File: src/rtl/pc_unit.sv
// Program counter with exception/branch/return redirect and a circular return-address stack.
// Latency: one cycle from request to pc; status pulses are registered; stall holds all state.
module pc_unit #(
    parameter int                 WIDTH        = 32,
    parameter logic [WIDTH-1:0]   RESET_VECTOR = '0,
    parameter logic [WIDTH-1:0]   EXC_VECTOR   = WIDTH'(32'h8000_0180),
    parameter int                 RAS_DEPTH    = 4
) (
    input  logic                           clk,
    input  logic                           rst_n,
    input  logic                           stall,
    input  logic                           exc,
    input  logic                           branch_taken,
    input  logic [WIDTH-1:0]               branch_target,
    input  logic                           ret,
    input  logic                           call,
    output logic [WIDTH-1:0]               pc,
    output logic [WIDTH-1:0]               pc_plus4,
    output logic [$clog2(RAS_DEPTH):0]     ras_count,
    output logic                           align_err,
    output logic                           ras_underflow
);
    localparam int PTR_W = $clog2(RAS_DEPTH);
    localparam int CNT_W = PTR_W + 1;

    logic [WIDTH-1:0] pc_q, pc_d;
    logic [CNT_W-1:0] ras_count_q, ras_count_d;
    logic [PTR_W-1:0] top_ptr_q, top_ptr_d;
    logic [WIDTH-1:0] ras_q [RAS_DEPTH];
    logic [WIDTH-1:0] ras_d [RAS_DEPTH];
    logic             align_err_q, align_err_d;
    logic             ras_underflow_q, ras_underflow_d;

    logic accept;
    logic ras_nonempty;
    logic push;
    logic pop;

    assign pc_plus4      = pc_q + WIDTH'(4);
    assign pc            = pc_q;
    assign ras_count     = ras_count_q;
    assign align_err     = align_err_q;
    assign ras_underflow = ras_underflow_q;

    assign accept       = !exc && !stall;
    assign ras_nonempty = (ras_count_q != '0);
    assign push         = accept && call;
    assign pop          = accept && ret && ras_nonempty;

    always_comb begin
        pc_d            = pc_q;
        ras_count_d     = ras_count_q;
        top_ptr_d       = top_ptr_q;
        ras_d           = ras_q;
        align_err_d     = 1'b0;
        ras_underflow_d = 1'b0;

        if (exc) begin
            pc_d        = EXC_VECTOR;
            ras_count_d = '0;
        end else if (accept) begin
            if (branch_taken) begin
                pc_d        = {branch_target[WIDTH-1:2], 2'b00};
                align_err_d = (branch_target[1:0] != 2'b00);
            end else if (ret && ras_nonempty) begin
                pc_d = ras_q[top_ptr_q];
            end else begin
                pc_d = pc_plus4;
            end
            ras_underflow_d = ret && !ras_nonempty;

            // Call and ret together swap the top in place; a lone push wraps over the oldest entry.
            case ({push, pop})
                2'b10: begin
                    top_ptr_d        = top_ptr_q + PTR_W'(1);
                    ras_d[top_ptr_d] = pc_plus4;
                    if (ras_count_q != CNT_W'(RAS_DEPTH))
                        ras_count_d = ras_count_q + CNT_W'(1);
                end
                2'b01: begin
                    top_ptr_d   = top_ptr_q - PTR_W'(1);
                    ras_count_d = ras_count_q - CNT_W'(1);
                end
                2'b11: ras_d[top_ptr_q] = pc_plus4;
                default: ;
            endcase
        end
    end

    always_ff @(posedge clk or negedge rst_n) begin
        if (!rst_n) begin
            pc_q            <= RESET_VECTOR;
            ras_count_q     <= '0;
            top_ptr_q       <= '0;
            align_err_q     <= 1'b0;
            ras_underflow_q <= 1'b0;
            for (int i = 0; i < RAS_DEPTH; i++) ras_q[i] <= '0;
        end else begin
            pc_q            <= pc_d;
            ras_count_q     <= ras_count_d;
            top_ptr_q       <= top_ptr_d;
            align_err_q     <= align_err_d;
            ras_underflow_q <= ras_underflow_d;
            ras_q           <= ras_d;
        end
    end
endmodule

File: config.mk
export PLATFORM = sky130hd
export DESIGN_NAME = pc_unit
export DESIGN_NICKNAME = d
export VERILOG_FILES = /design/src/rtl/pc_unit.sv
export SDC_FILE = /design/constraint.sdc
export NUM_CORES = 1
export LEC_CHECK = 0
export ABC_AREA = 1
export CORE_MARGIN = 2
export CORE_UTILIZATION = 40
export CTS_CLUSTER_SIZE = 40
export DETAILED_ROUTE_END_ITERATION = 8
export GPL_TIMING_DRIVEN = 0
export SKIP_CTS_REPAIR_TIMING = 1
export SLEW_MARGIN = 20
export SYNTH_ARGS = -nofsm -noshare
export SYNTH_HDL_FRONTEND = slang
export SYNTH_SLANG_ARGS = --single-unit
File: constraint.sdc
create_clock -name clk -period 5.22 [get_ports clk]
set_input_delay 1.566 -clock clk [delete_from_list [all_inputs] [get_ports clk]]
set_output_delay 1.566 -clock clk [all_outputs]
set_load 0.02 [all_outputs]
==> results of run 1 <==
-- kinds of logic after synthesis --
family,share of synthesized area [%]
simple gates,30.8
compound gates,12.9
flops,46.7
buf+inv,6.76
fa+ha+maj,1.48
xor+xnor,1.05
mux,0.252
-- sequential cells by signal, indices dropped and copies added, names as in the netlist --
| register | count |
|---|---|
| align_err | 1 |
| pc | 32 |
| ras_count | 3 |
| ras_q | 128 |
| ras_underflow | 1 |
| top_ptr_q | 2 |
-- power breakdown --
group | total, mW | internal, mW | switching, mW
logic | 1.72 | 0.595 | 1.13
registers | 1.98 | 1.72 | 0.264
clock network | 1.29 | 0.699 | 0.594
-- worst register-to-register path, cell delays in order (launching register included) --
cell,delay (ps)
dfrtp_1,420
nor2_1,90
nand2_1,80
nand2_1,230
nor2_1,500
ha_1,360
mux2_2,370
nand2_2,110
clkbuf_1,520
o21ai_0,190
-- worst paths after layout --
kind	startpoint	to	slack (ps)	cells after the start
setup / recovery	pc[2]	pc_plus4[30]	420	10
hold / removal	ras_q[72]	ras_q[72]	490	2
setup reg to reg	ras_count[0]	ras_q[7]	2180	9
hold reg to reg	ras_q[72]	ras_q[72]	490	2
max in group asynchronous	rst_n	ras_q[23]	3320	3
min in group asynchronous	rst_n	ras_underflow	880	1
-- layout make-up --
type / count / share of cell area, %
Clock buffer: 19 / 4.12
Tap cell: 280 / 3.18
Timing Repair Buffer: 108 / 10.2
Clock inverter: 13 / 1.23
Multi-Input combinational cell: 898 / 37.8
Sequential cell: 167 / 38.0
Inverter: 84 / 2.87
Buffer: 63 / 2.63
-- cells in the final DEF, fill, tap and decap left out, types with 3 or more instances in the layout --
| master | netlist | routed |
|---|---|---|
| clkbuf_1 | 34 | 34 |
| a21oi_1 | 11 | 11 |
| inv_6 | 0 | 5 |
| nor2_1 | 106 | 106 |
| buf_2 | 24 | 24 |
| nor2_2 | 6 | 6 |
| clkinv_4 | 0 | 3 |
| ha_1 | 9 | 9 |
| nand2_2 | 12 | 12 |
| o21bai_1 | 5 | 5 |
| nand3_1 | 87 | 87 |
| dfrtp_1 | 167 | 167 |
| o21ai_0 | 140 | 140 |
| a31oi_1 | 21 | 21 |
| inv_1 | 77 | 77 |
| o211ai_1 | 8 | 8 |
| o21ai_1 | 20 | 20 |
| o22ai_1 | 3 | 3 |
| xor2_1 | 6 | 6 |
| nand2_1 | 438 | 438 |
| o21ai_2 | 4 | 4 |
| inv_2 | 7 | 7 |
| nor2_4 | 4 | 4 |
| clkbuf_16 | 0 | 17 |
| clkdlybuf4s50_1 | 0 | 105 |
-- stage by stage --
stage / utilization (%) / TNS, ps / setup slack [ps]
floorplan: - / 0 / 1880
global placement: 47.3 / -767710 / -4620
detailed placement: 47.6 / 0 / 472
CTS: 50.3 / 0 / 445
global route: 50.3 / 0 / 216
finish: 50.3 / 0 / 420
-- per-layer routing --
layer | vias to the layer above | global-route usage (%) | part of all wire, %
met2 | 411 | 42.1 | 45
met4 | 0 | 10.6 | 3.3
met1 | 4199 | 40.3 | 44
met5 | - | 0 | 0
met3 | 66 | 4.40 | 8.1
li1 | 4141 | - | -
-- cell usage after synthesis --
library cell,n
o211a_1,1
o22ai_1,3
nand2_2,12
nand3b_4,1
fa_1,1
nor2_1,106
xor2_1,6
inv_1,77
o21bai_1,5
o21ai_1,20
buf_4,2
nand3_2,1
nand4_1,1
nand3_1,87
o21ai_0,140
buf_1,1
o21ai_2,4
o221ai_1,1
a21oi_1,11
clkbuf_1,34
dfrtp_1,167
a31oi_1,21
nand2_1,438
nand2_4,2
buf_2,24
buf_6,2
o211ai_1,8
and2_1,2
xnor2_2,2
nor2_8,2
mux2_2,2
and2_4,1
ha_1,9
nor2_2,6
xnor2_1,1
inv_2,7
nor2_4,4
==> key figures, run 1 <==
Status
  • Status: finished clean

Logic synthesis
  • Cell variety after synth: 37
  • Synthesized netlist cell count: 1212
  • Largest cells by area after synthesis: dfrtp_1 (47%), nand2_1 (18%), o21ai_0 (7.8%), nand3_1 (4.9%), nor2_1 (4.4%)
  • Ys Warns: 0
  • Area leader, netlist: dfrtp_1
  • Syn Area/Cell: 7.38 sq um
  • Syn nets: 1261
  • Area fraction of the dominant cell type after synthesis: 46.7%
  • Number of synthesized register bits: 167
  • Register area share after synthesis: 46.7%
  • Syn Std Cell Area: 8940 sq um

Global routing
  • Total gr overflow: 0
  • GRT Overall Usage: 27.8%
  • Vias in the first global route: 8398
  • Initial antenna violation count: 0
  • First-pass GRT wire length: 50.1 mm
  • Largest net degree at the start of global routing: 93

Clock network
  • Worst-Skew Late Latency: 440 ps
  • H-tree Lvls: 4
  • Clk slew on worst S/H paths: 80 ps
  • Worst-case clock buffer depth: 2
  • CTS Sinks: 167
  • Total CTS buffers: 17
  • CTS tree: built
  • Clk root buf: clkbuf_16

STA
  • Finish-stage setup viols: 0
  • Clock skew: 10.5 ps
  • Slew @ Worst Pin: 782 ps
  • Fin crit period: 4800 ps
  • Unrepaired setup endpoints after global routing: false
  • Period utilization: 92.0%
  • Slew headroom: 47.8%
  • F_max: 0.208 GHz
  • Slew Limit Fails: 0
  • Hold Slack: 486 ps
  • Number of hold violations in the final report: 0

Pwr
  • Total power: 5.00 mW
  • Pwr dens: 454 nW/um^2
  • Worst vdd ir: 0.200 mV
  • Leak Pwr: 5.16 nW

Route
  • DRT iter0 DRCs: 904
  • Drt first pass iters: 6
  • Vias/cell: 5.40
  • Routed WL: 32.4 mm
  • Vias: 8817
  • # DRC: 0
  • Final ANT Viol Nets: 0
  • WL/cell: 19.8 um

Floorplanning
  • Initial Util: 40.9%
  • Row count: 54
  • Die Ht: 154 um
  • Width of the die: 154 um
  • I/O pins: 108
  • Full die area: 23600 sq um
  • Core box area: 21900 sq um

Min path
  • Hold crit path type: reg -> reg

Placement
  • Final Wtd Congestion: 0.903
  • PortBufs: 106
  • Post-DP HPWL: 23.3 mm
  • Placed Instances: 1600
  • Placed inst area: 10400 sq um

Final layout
  • Post-route cell area: 11000 sq um
  • Layout area overhead: 23.0%
  • Multi-input gate area: 4160 sq um
  • Sequential cell area: 4180 sq um
  • Nets: 1388
  • FILL cells: 2213
  • Fin cells: 1632
  • Share of layout cells above drive strength 1: 7.91%
  • Diode count: 0

Setup path
  • Kind of critical path: reg -> out
  • CP Launch Type: flip-flop
  • CP Max Fanout: 9
  • Worst Setup End Kind: output pin
  • Worst path slowest cell: dfrtp_1
  • Worst Path Arrival: 3230 ps
  • Worst path top cell family by delay: simple AND/OR/NAND/NOR gates
  • Worst path bufs/invs: 3
  • Worst path most repeated cell: nand2_1
  • Req. time, crit path: 3650 ps
  • Max stage delay on crit path: 630 ps
  • Crit-path cells: ha_1, nand2_1, nor2_1, inv_1, nor2_1, nand2_1, nand2_1, nand2_1, inv_1, clkdlybuf4s50_1

Run
  • Maxcap violations: 0
No activity file was read; power rests on OpenSTA's default activity.
==> inputs of run 2 (changes only) <==
Settings changed: ABC_CLOCK_PERIOD_IN_PS from default to 5220, CORE_UTILIZATION 40 to 52, PLACE_DENSITY from default to 0.75.
==> key figures, run 2 (same netlist as run 1, synthesis figures left out) <==
Final layout
  • Most frequent cells in the layout: nand2_1 (438), dfrtp_1 (167), o21ai_0 (140) (unchanged)
  • Share of layout cells above drive strength 1: 7.70% (was 7.91%)
  • Nets: 1387 (was 1388)
  • Diode count: 0 (unchanged)
  • Most common cell after layout, fill and taps aside: nand2_1 (unchanged)
  • Fin cells: 1571 (was 1632)
  • Biggest register: ras_q (unchanged)
  • FILL cells: 1499 (was 2213)
  • Final core occ: 65.4% (was 50.3%)
  • Layout area overhead: 22.2% (was 23.0%)
  • Number of flip-flops in the largest register: 128 (unchanged)

Floorplanning
  • Initial Util: 53.6% (was 40.9%)
  • Die Ht: 135 um (was 154 um)
  • Width of the die: 135 um (was 154 um)
  • Full die area: 18300 sq um (was 23600 sq um)
  • Row count: 47 (was 54)
  • Core box area: 16700 sq um (was 21900 sq um)
  • I/O pins: 108 (unchanged)

Route
  • Vias/cell: 5.73 (was 5.40)
  • WL/cell: 19.5 um (was 19.8 um)
  • DRT iter0 DRCs: 1005 (was 904)
  • # DRC: 0 (unchanged)
  • Vias: 9008 (was 8817)
  • Final ANT Viol Nets: 0 (unchanged)
  • Drt first pass iters: 5 (was 6)
  • Routed WL: 30.6 mm (was 32.4 mm)

Clock network
  • CTS tree: built (unchanged)
  • Clk slew on worst S/H paths: 70 ps (was 80 ps)
  • CTS Sinks: 167 (unchanged)
  • H-tree Lvls: 4 (unchanged)
  • Total CTS buffers: 17 (unchanged)
  • Clk root buf: clkbuf_16 (unchanged)
  • Worst-Skew Late Latency: 440 ps (about the same)
  • Worst-case clock buffer depth: 2 (unchanged)

Setup path
  • Max stage delay on crit path: 620 ps (was 630 ps)
  • Worst Setup End Kind: output pin (unchanged)
  • Worst path slowest cell: dfrtp_1 (unchanged)
  • Kind of critical path: reg -> out (unchanged)
  • Req. time, crit path: 3650 ps (about the same)
  • CP Launch Type: flip-flop (unchanged)
  • Worst r2r path cells: 11 (was 9)
  • Crit-path cells: ha_1, nand2_1, nor2_1, nand2_1, inv_1, nand2_1, nand2_1, nand2_1, inv_1, clkdlybuf4s50_1 (was ha_1, nand2_1, nor2_1, inv_1, nor2_1, nand2_1, nand2_1, nand2_1, inv_1, clkdlybuf4s50_1)
  • WP depth: 10 (unchanged)
  • Worst path top cell family by delay: buffers and inverters (was simple AND/OR/NAND/NOR gates)
  • CP Max Fanout: 9 (unchanged)
  • Worst Path Arrival: 3300 ps (was 3230 ps)
  • Worst path bufs/invs: 3 (unchanged)
  • Worst path most repeated cell: nand2_1 (unchanged)

STA
  • Number of hold violations in the final report: 0 (unchanged)
  • Unrepaired setup endpoints after global routing: false (unchanged)
  • F_max: 0.206 GHz (was 0.208 GHz)
  • Fin crit period: 4860 ps (was 4800 ps)
  • Final worst slack: 356 ps (was 420 ps)
  • Clock skew: 9.42 ps (was 10.5 ps)
  • Setup tns final: 0 ps (unchanged)
  • Period utilization: 93.2% (was 92.0%)
  • Slew headroom: 45.5% (was 47.8%)
  • Finish-stage setup viols: 0 (unchanged)
  • Slew @ Worst Pin: 818 ps (was 782 ps)
  • Slew Limit Fails: 0 (unchanged)

Run
  • Maxcap violations: 0 (unchanged)

Global routing
  • Initial antenna violation count: 0 (unchanged)
  • Largest net degree at the start of global routing: 85 (was 93)
  • First-pass GRT wire length: 47.3 mm (was 50.1 mm)
  • Total gr overflow: 0 (unchanged)
  • GRT Overall Usage: 34.5% (was 27.8%)
  • Vias in the first global route: 8450 (was 8398)

Placement
  • Placed Instances: 1539 (was 1600)
  • PortBufs: 106 (unchanged)
  • Final Wtd Congestion: 0.951 (was 0.903)
  • Pre-CTS setup slack: 601 ps (was 472 ps)
  • Post-DP HPWL: 21.7 mm (was 23.3 mm)

Pwr
  • Leak Pwr: 5.15 nW (was 5.16 nW)
  • Pwr dens: 462 nW/um^2 (was 454 nW/um^2)
  • Worst vdd ir: 0.315 mV (was 0.200 mV)

Min path
  • Worst Hold Path Cells: 2 (unchanged)
  • Hold crit path type: reg -> reg (unchanged)

Status
  • Status: finished clean (unchanged)
run 2: worst paths after layout:
check | endpoint | startpoint | slack [ps]
max | pc_plus4[24] | pc[2] | 360
min | ras_q[63] | ras_q[63] | 480
max reg2reg | ras_q[51] | ras_count[0] | 2220
min reg2reg | ras_q[63] | ras_q[63] | 480
max in group asynchronous | pc[27] | rst_n | 3250
min in group asynchronous | ras_count[2] | rst_n | 1130
run 2: layout make-up:
type                    count  area (sq um)  share of cell area [%]
flip-flops and latches    167          4180                    38.2
clock buffers              20           447                    4.09
plain buffers              63           289                    2.64
inverters                  84           315                    2.89
repair buffers            107          1090                    10.0
multi-input cells         898          4160                    38.1
well taps                 220           275                    2.52
clock inverters            12           168                    1.53
run 2: worst register-to-register path, cell delays in order, from the launching register on:
cell,delay (ps)
dfrtp_1,430
nor2_1,90
nand2_1,80
nand2_1,210
nor2_1,490
ha_1,360
mux2_2,360
nand2_1,70
buf_2,260
inv_1,290
nand2_1,150
o21ai_0,90
run 2: stage by stage:
step | cell area (sq um) | hold WS, ps | power (mW)
3_5_place_dp | 10300 | 465 | 3.65
2_1_floorplan | 8940 | 448 | 3.03
4_1_cts | 10900 | 480 | 4.99
3_3_place_gp | 10300 | 461 | 3.60
5_1_grt | 10900 | 507 | 5.29
6_report | 10900 | 479 | 5.04
run 2: report_power, final:
group,switching (mW),internal (mW),total (mW)
registers,0.274,1.72,1.99
clock network,0.561,0.775,1.34
logic,1.12,0.594,1.71
total,1.96,3.09,5.04
run 2: per-layer routing:
layer | global-route usage, % | wire [um] | vias to the layer above
li1 | - | - | 4133
met1 | 47.8 | 12500 | 4220
met2 | 54.1 | 13800 | 571
met3 | 6.73 | 3350 | 84
met4 | 13.3 | 953 | 0
met5 | 0 | 0 | -
